File: src/rtl/vga_timing_if.sv
// vga_timing_if -- bundle of the run-enable input and all timing outputs of
// vga_timing_gen.
//   master : timing generator side (receives En, drives timing signals)
//   slave  : consumer side (drives En, receives timing signals)
// Signals: En (run enable), pix_tick (pixel strobe), pixel_x / pixel_y (raw
// counts, CNT_W bits), HSync, VSync, video_on, line_end, frame_start.
interface vga_timing_if #(
  parameter int CNT_W = 10
) ();
  logic             En;
  logic             pix_tick;
  logic [CNT_W-1:0] pixel_x;
  logic [CNT_W-1:0] pixel_y;
  logic             HSync;
  logic             VSync;
  logic             video_on;
  logic             line_end;
  logic             frame_start;

  modport master (
    input  En,
    output pix_tick, pixel_x, pixel_y, HSync, VSync, video_on, line_end, frame_start
  );

  modport slave (
    output En,
    input  pix_tick, pixel_x, pixel_y, HSync, VSync, video_on, line_end, frame_start
  );
endinterface

File: src/rtl/vga_timing_gen.sv
// vga_timing_gen -- programmable VGA raster timing generator.
// A prescaler divides Clk down to the pixel rate; pixel_x / pixel_y count the
// raster and HSync / VSync / video_on are registered decodes of the counters
// as they stand after each edge, so they carry no skew against the counts.
// Ports:
//   Clk   : system clock
//   Reset : asynchronous active-low reset
//   bus   : vga_timing_if.master (En in; pix_tick, pixel_x, pixel_y, HSync,
//           VSync, video_on, line_end, frame_start out)
module vga_timing_gen #(
  parameter int H_ACTIVE = 640,
  parameter int H_FP     = 16,
  parameter int H_SYNC   = 96,
  parameter int H_BP     = 48,
  parameter int V_ACTIVE = 480,
  parameter int V_FP     = 10,
  parameter int V_SYNC   = 2,
  parameter int V_BP     = 33,
  parameter int CLK_DIV  = 2,
  parameter bit HS_POL   = 1'b0,
  parameter bit VS_POL   = 1'b0,
  parameter int CNT_W    = 10
) (
  input  logic         Clk,
  input  logic         Reset,
  vga_timing_if.master bus
);

  localparam int H_TOTAL = H_ACTIVE + H_FP + H_SYNC + H_BP;
  localparam int V_TOTAL = V_ACTIVE + V_FP + V_SYNC + V_BP;
  localparam int PRE_W   = (CLK_DIV > 1) ? $clog2(CLK_DIV) : 1;

  localparam logic [PRE_W-1:0] PRE_LAST = PRE_W'(CLK_DIV - 1);
  localparam logic [CNT_W-1:0] X_LAST   = CNT_W'(H_TOTAL - 1);
  localparam logic [CNT_W-1:0] Y_LAST   = CNT_W'(V_TOTAL - 1);
  localparam logic [CNT_W-1:0] X_ACT    = CNT_W'(H_ACTIVE);
  localparam logic [CNT_W-1:0] Y_ACT    = CNT_W'(V_ACTIVE);
  localparam logic [CNT_W-1:0] HS_FIRST = CNT_W'(H_ACTIVE + H_FP);
  localparam logic [CNT_W-1:0] HS_LAST  = CNT_W'(H_ACTIVE + H_FP + H_SYNC - 1);
  localparam logic [CNT_W-1:0] VS_FIRST = CNT_W'(V_ACTIVE + V_FP);
  localparam logic [CNT_W-1:0] VS_LAST  = CNT_W'(V_ACTIVE + V_FP + V_SYNC - 1);

  logic [PRE_W-1:0] pre_q, pre_d;
  logic [CNT_W-1:0] x_q, x_d;
  logic [CNT_W-1:0] y_q, y_d;
  logic             hs_q, hs_d;
  logic             vs_q, vs_d;
  logic             von_q, von_d;
  logic             le_q, le_d;
  logic             fs_q, fs_d;
  logic             tick_s;
  logic             x_wrap_s;
  logic             y_wrap_s;

  // Next-state for prescaler and raster counters, plus decode of the new counts
  always_comb begin
    // Reset gates the strobe so it is low during reset even with CLK_DIV=1.
    tick_s   = Reset & bus.En & (pre_q == PRE_LAST);
    x_wrap_s = (x_q == X_LAST);
    y_wrap_s = (y_q == Y_LAST);

    pre_d = pre_q;
    x_d   = x_q;
    y_d   = y_q;

    if (bus.En) begin
      if (pre_q == PRE_LAST) begin
        pre_d = {PRE_W{1'b0}};
      end else begin
        pre_d = pre_q + PRE_W'(1);
      end
    end else begin
      pre_d = pre_q;
    end

    if (tick_s) begin
      if (x_wrap_s) begin
        x_d = {CNT_W{1'b0}};
        if (y_wrap_s) begin
          y_d = {CNT_W{1'b0}};
        end else begin
          y_d = y_q + CNT_W'(1);
        end
      end else begin
        x_d = x_q + CNT_W'(1);
        y_d = y_q;
      end
    end else begin
      x_d = x_q;
      y_d = y_q;
    end

    // Decode from the post-edge counts so the registered flags line up with them.
    hs_d  = ((x_d >= HS_FIRST) && (x_d <= HS_LAST)) ? HS_POL : ~HS_POL;
    vs_d  = ((y_d >= VS_FIRST) && (y_d <= VS_LAST)) ? VS_POL : ~VS_POL;
    von_d = (x_d < X_ACT) && (y_d < Y_ACT);
    le_d  = tick_s & x_wrap_s;
    fs_d  = tick_s & x_wrap_s & y_wrap_s;
  end

  // State and output registers; reset parks everything at the idle values
  always_ff @(posedge Clk or negedge Reset) begin
    if (!Reset) begin
      pre_q <= {PRE_W{1'b0}};
      x_q   <= {CNT_W{1'b0}};
      y_q   <= {CNT_W{1'b0}};
      hs_q  <= ~HS_POL;
      vs_q  <= ~VS_POL;
      von_q <= 1'b0;
      le_q  <= 1'b0;
      fs_q  <= 1'b0;
    end else begin
      pre_q <= pre_d;
      x_q   <= x_d;
      y_q   <= y_d;
      hs_q  <= hs_d;
      vs_q  <= vs_d;
      von_q <= von_d;
      le_q  <= le_d;
      fs_q  <= fs_d;
    end
  end

  assign bus.pix_tick    = tick_s;
  assign bus.pixel_x     = x_q;
  assign bus.pixel_y     = y_q;
  assign bus.HSync       = hs_q;
  assign bus.VSync       = vs_q;
  assign bus.video_on    = von_q;
  assign bus.line_end    = le_q;
  assign bus.frame_start = fs_q;

endmodule
File: src/flat_wrapper.sv
// flat-port wrapper written by rule: the top's interface ports become plain ports
module vga_timing_gen_flat 
#(
  parameter int H_ACTIVE = 640,
  parameter int H_FP     = 16,
  parameter int H_SYNC   = 96,
  parameter int H_BP     = 48,
  parameter int V_ACTIVE = 480,
  parameter int V_FP     = 10,
  parameter int V_SYNC   = 2,
  parameter int V_BP     = 33,
  parameter int CLK_DIV  = 2,
  parameter bit HS_POL   = 1'b0,
  parameter bit VS_POL   = 1'b0,
  parameter int CNT_W    = 10
)
  (Clk, Reset, bus_En, bus_pix_tick, bus_pixel_x, bus_pixel_y, bus_HSync, bus_VSync, bus_video_on, bus_line_end, bus_frame_start);
  vga_timing_if #(.CNT_W(CNT_W)) bus_i ();
  input  logic Clk;
  input  logic Reset;
  input wire logic [$bits(bus_i.En)-1:0] bus_En;
  output wire logic [$bits(bus_i.pix_tick)-1:0] bus_pix_tick;
  output wire logic [$bits(bus_i.pixel_x)-1:0] bus_pixel_x;
  output wire logic [$bits(bus_i.pixel_y)-1:0] bus_pixel_y;
  output wire logic [$bits(bus_i.HSync)-1:0] bus_HSync;
  output wire logic [$bits(bus_i.VSync)-1:0] bus_VSync;
  output wire logic [$bits(bus_i.video_on)-1:0] bus_video_on;
  output wire logic [$bits(bus_i.line_end)-1:0] bus_line_end;
  output wire logic [$bits(bus_i.frame_start)-1:0] bus_frame_start;
  assign bus_i.En = bus_En;
  assign bus_pix_tick = bus_i.pix_tick;
  assign bus_pixel_x = bus_i.pixel_x;
  assign bus_pixel_y = bus_i.pixel_y;
  assign bus_HSync = bus_i.HSync;
  assign bus_VSync = bus_i.VSync;
  assign bus_video_on = bus_i.video_on;
  assign bus_line_end = bus_i.line_end;
  assign bus_frame_start = bus_i.frame_start;
  vga_timing_gen #(.H_ACTIVE(H_ACTIVE), .H_FP(H_FP), .H_SYNC(H_SYNC), .H_BP(H_BP), .V_ACTIVE(V_ACTIVE), .V_FP(V_FP), .V_SYNC(V_SYNC), .V_BP(V_BP), .CLK_DIV(CLK_DIV), .HS_POL(HS_POL), .VS_POL(VS_POL), .CNT_W(CNT_W)) u_core (.Clk(Clk), .Reset(Reset), .bus(bus_i));
endmodule
File: config.mk
export PLATFORM = sky130hd
export DESIGN_NAME = vga_timing_gen_flat
export DESIGN_NICKNAME = d
export VERILOG_FILES = /design/src/rtl/vga_timing_if.sv /design/src/rtl/vga_timing_gen.sv /design/src/flat_wrapper.sv
export SDC_FILE = /design/constraint.sdc
export NUM_CORES = 1
export LEC_CHECK = 0
export ABC_CLOCK_PERIOD_IN_PS = 2800
export CORE_MARGIN = 2
export CORE_UTILIZATION = 52
export CTS_BUF_LIST = sky130_fd_sc_hd__clkbuf_8
export CTS_CLUSTER_DIAMETER = 100
export CTS_CLUSTER_SIZE = 16
export DETAILED_ROUTE_END_ITERATION = 10
export PLACE_DENSITY = 0.82
export SLEW_MARGIN = 20
export SYNTH_ARGS = -nofsm -noshare
export SYNTH_HDL_FRONTEND = slang
export SYNTH_SLANG_ARGS = --single-unit
File: constraint.sdc
create_clock -name Clk -period 2.8 [get_ports Clk]
set_input_delay 0.7 -clock Clk [delete_from_list [all_inputs] [get_ports Clk]]
set_output_delay 0.7 -clock Clk [all_outputs]
set_load 0.02 [all_outputs]
# Word-level counts from Yosys, hierarchy flattened
# Cells that the tools add are included.
op_classes:
  n_addsub: 3
  order_cmp: 6
  n_mux: 8
  bitwise_logic: 4
  eq_ne: 2
  reduce_logical: 3
ops:
  columns: ["operator", "count"]
  rows:
  - ["$mux W10", 5]
  - ["$add A10 B1 Y10 const B", 2]
  - ["$eq A10 B10 Y1 const B", 2]
  - ["$ge A10 B10 Y1 const B", 1]
  - ["$ge A10 B9 Y1 const B", 1]
  - ["$le A10 B10 Y1 const B", 1]
  - ["$le A10 B9 Y1 const B", 1]
  - ["$lt A10 B10 Y1 const B", 1]
  - ["$lt A10 B9 Y1 const B", 1]
  - ["$and A1 B1 Y1", 4]
  - ["$logic_and A1 B1 Y1", 3]
  - ["$mux W1", 3]
  - ["$add A1 B1 Y1 const B", 1]
totals:
  output_inout_bits: 26
  ff_bits: 26
  input_bits: 3
  elab_cells: 34

# Logic depth before layout (Yosys ltp)
depth:
  ltp_word: 7
  depth_mapped: 8
  ltp_nobuf: 8

# Worst setup path after synthesis
# Ideal clock, no wire load.
synth_timing:
  path_kind: "register -> register"
  from: "register u_core.x_q[7] (netlist: u_core.bus.pixel_x[7])"
  to: "register u_core.vs_q (netlist: u_core.bus.VSync)"
  period_less_slack_ns: 2.177
  setup_slack_ns: 0.623
  setup_ns: 0.093
  stages_incl_launch_ff: 8
  path_buffers: 1
  arrival_ns: 2.084
  required_time_ns: 2.707
  path_cell_list: "dfrtp_1 -> or3_4 -> or4_4 -> buf_6 -> nor4b_1 -> a21oi_1 -> o22ai_1 -> nand4b_1"
synth_via:
  elab_chain_cells: 6
  elab_cells_between_ends: 7
  cone_classes: "order compare (2); eq/ne (1); mux (3); reduce/logical (1)"
synth_rtl:
  columns: ["element", "line_no", "source"]
  rows:
  - ["start: declaration", "vga_timing_gen.sv:44", "logic [CNT_W-1:0] x_q, x_d;"]
  - ["start signal: assignment", "vga_timing_gen.sv:105", "x_q <= {CNT_W{1'b0}};"]
  - ["$eq A10 B10 Y1 *", "vga_timing_gen.sv:59", "x_wrap_s = (x_q == X_LAST);"]
  - ["$mux W10 *", "vga_timing_gen.sv:77", "if (x_wrap_s) begin"]
  - ["$mux W10 *", "vga_timing_gen.sv:76", "if (tick_s) begin"]
  - ["$ge A10 B9 Y1 / $le A10 B9 Y1 (equally long branches)", "vga_timing_gen.sv:95", "vs_d = ((y_d >= VS_FIRST) && (y_d <= VS_LAST)) ? VS_POL : ~VS_POL;"]
  - ["$logic_and A1 B1 Y1 *", "vga_timing_gen.sv:95", null]
  - ["$mux W1 *", "vga_timing_gen.sv:95", null]
  - ["net u_core.vs_d", "vga_timing_gen.sv:47", "logic vs_q, vs_d;"]
  - ["end signal: assignment", "vga_timing_gen.sv:108", "vs_q <= ~VS_POL;"]
  - ["end signal: assignment", "vga_timing_gen.sv:117", "vs_q <= vs_d;"]
  - ["end: declaration", "vga_timing_gen.sv:47", null]
# Mark *: on every way through the listed nets, which the timed path passes. The rest lies on a longest branch.
# A chain may end at the register's enable or synchronous reset.

# Worst setup path in the final report
layout_timing:
  from: "input port Reset"
  to: "output port bus_pix_tick"
layout_via:
  elab_chain_cells: 2
layout_rtl:
  columns: ["element", "line_no", "source"]
  rows:
  - ["start: declaration", "flat_wrapper.sv:20", "input logic Reset;"]
  - ["$and A1 B1 Y1 (2 in series)", "vga_timing_gen.sv:58", "tick_s = Reset & bus.En & (pre_q == PRE_LAST);"]
  - ["end: declaration", "flat_wrapper.sv:22", "output wire logic [$bits(bus_i.pix_tick)-1:0] bus_pix_tick;"]
# No other way between the ends.

==> flow_metrics.tcl <==
set metrics [dict create \
    outcome "complete, no violations" \
    tritoncts "yes" \
    synth_edf_count 0 \
    dp_hpwl_um 2120 \
    utilization_pct 69.9 \
    post-synth-top-count-cell "dfrtp_1" \
    ys_async_sr_fraction_pct 100 \
    gr-usage-met3_pct 3.01 \
    finalNetCount 170 \
    synth.area.top_cells "dfrtp_1, xnor2_1, nand2_1" \
    path_clk_slew_ns 0.09 \
    max_slew_margin_pct 59.5 \
    fin_crit_ns 2.74 \
    drv_slew 0 \
    hold_violations 0 \
    die_x_um 54.6 \
    use_met1_pct 31.7 \
    grt_pass1_wl_um 4700 \
    clk_latency_ns 0.27 \
    dr.pass1.iters 4 \
    core-area_um2 2450 \
    fmax_mhz 365 \
    wire_per_inst_um 15.1 \
    grt_usage_pct 22.0 \
    chipHeight_um 54.6 \
    grt_max_degree 27 \
    multi_input_area_um2 648 \
    setup_tns_ns 0 \
    vdd_drop_max_uv 482 \
    synth.net_count 135 \
    p_per_area_nw_per_um2 503 \
    fillCellCount 198 \
    startpoint_type "primary input" \
    busiest_layer "met2" \
    antenna_found_initial 0 \
    cts.sinks 26 \
    hold_class "flop to flop" \
    htree_levels 1 \
    path_class "primary input to output port" \
    ant_nets 0 \
    leakage_nw 0.737 \
    die-area_um2 2980 \
    diodes 0 \
    start_util_pct 54.1 \
    drtIter0Drc 27 \
    cts_root_buffer "clkbuf_8" \
    rsz0062_at_grt "false" \
    finalSetupViolCount 0 \
    cap_viol_max_count 0 \
    synth_common_cells "dfrtp_1, nand2_1, nor2_1" \
    dr_total_vias 1113 \
    area.growth.synth_to_final_pct 29.1 \
    grt_pass1_vias 1009 \
    synth_cell_types 38 \
    overflow 0 \
    synthCells 129 \
    worst_pin_slew_ns 0.602 \
    layout-drive-gt1-share_pct 11.7 \
    use_met2_pct 34.1 \
    yosysSeqAreaShare_pct 49.2 \
    ys_warn_count 0 \
    worstSetupEndpointType "output port" \
    ctsLongestPathBuffers 2 \
    p_total_mw 0.863 \
    cp_max_fo 5 \
    rows 18 \
    holdWs_ns 0.503 \
    cts_setup_buffers 0 \
    cts-resized-gates 0 \
    fin_skew_ns 0.00340 \
    finalCritPeriodShare_pct 97.9 \
    port_buffers 28 \
    ys_seq_elements 26 \
    cts_made_buffers 3 \
    wirelength_um 2920 \
    yosysTopAreaCellShare_pct 45.2 \
    syn_avg_cell_area_um2 10.3 \
    synth_top_area_cell "dfrtp_1" \
    worstPathArrival_ns 2.04 \
    gp_congestion 0.793 \
    vias_per_cell 5.77 \
    regArea_um2 653 \
    synthFlopType "dfrtp_1" \
    drc 0 \
    crit_required_ns 2.10 \
    ctsHoldBuffers 0 \
    netlist_area_um2 1330 \
    num_io_pins 29 \
]
==> through the flow <==
step | cells | setup WS [ns] | instance area [µm²]
3_5_place_dp | 189 | 0.0621 | 1660
4_1_cts | 193 | 0.0591 | 1720
2_1_floorplan | 129 | 0.623 | 1330
6_report | 193 | 0.0591 | 1720
3_3_place_gp | 189 | 0.0729 | 1660
5_1_grt | 193 | 0.0278 | 1720
==> layout make-up <==
cell class | instances | share of cell area (%)
inverters | 3 | 0.656
multi-input cells | 98 | 37.8
well taps | 30 | 2.19
clock buffers | 4 | 3.21
repair buffers | 32 | 18.1
flip-flops and latches | 26 | 38.1
==> where the power goes <==
group	internal (mW)	switching (mW)	total, mW
combinational	0.0839	0.0859	0.170
sequential	0.409	0.0402	0.449
clock	0.126	0.118	0.244
==> placed cells by master, fill, tap and decap left out, drive strengths merged, types with 4 or more instances in the layout <==
master,n
nor3,6
nand2,16
o21ai,6
buf,4
nor2,9
xor2,5
dfrtp,24
and3,4
xnor2,8
clkbuf,4
nand3,6
clkdlybuf4s50,28
nand4,7
==> worst max-delay path, cell delays in order <==
cell             delay, ns
clkdlybuf4s50_1       0.52
nand3_2               0.13
inv_1                 0.09
clkdlybuf4s50_1       0.60
==> final timing paths <==
| check | startpoint | endpoint | slack, ns | cells after the start |
|---|---|---|---|---|
| worst max register to register | u_core.bus.pixel_x[7] | u_core.bus.VSync | 0.50 | 6 |
| worst max-delay path | Reset | bus_pix_tick | 0.06 | 4 |
| worst min-delay path | u_core.pre_q | u_core.pre_q | 0.50 | 1 |
| max in group asynchronous | Reset | u_core.bus.HSync | 1.62 | 2 |
| min in group asynchronous | Reset | u_core.bus.pixel_x[0] | 0.89 | 2 |
| worst min register to register | u_core.pre_q | u_core.pre_q | 0.50 | 1 |
==> per-layer routing <==
layer / vias up / routed length [µm]
li1: 533 / -
met1: 546 / 1420
met2: 29 / 1380
met3: 5 / 91
met4: 0 / 31
met5: - / 0
==> state kept, by name, summed over array words and instances, names as in the netlist <==
register                cells
u_core.bus.video_on         1
u_core.bus.HSync            1
u_core.bus.line_end         1
u_core.bus.pixel_y         10
u_core.bus.pixel_x         10
u_core.pre_q                1
u_core.bus.VSync            1
u_core.bus.frame_start      1
==> kinds of logic (layout without fill, tap and decap cells) <==
kind of cell	Yosys count	after routing	share of synthesized area, %
mux	3	3	2.45
simple gates	61	61	26.0
fa+ha+maj	3	3	2.83
flops	26	26	49.2
compound gates	18	18	8.95
buf+inv	5	39	2.07
xor+xnor	13	13	8.57
Note: power is estimated with default switching activity, not from simulation.
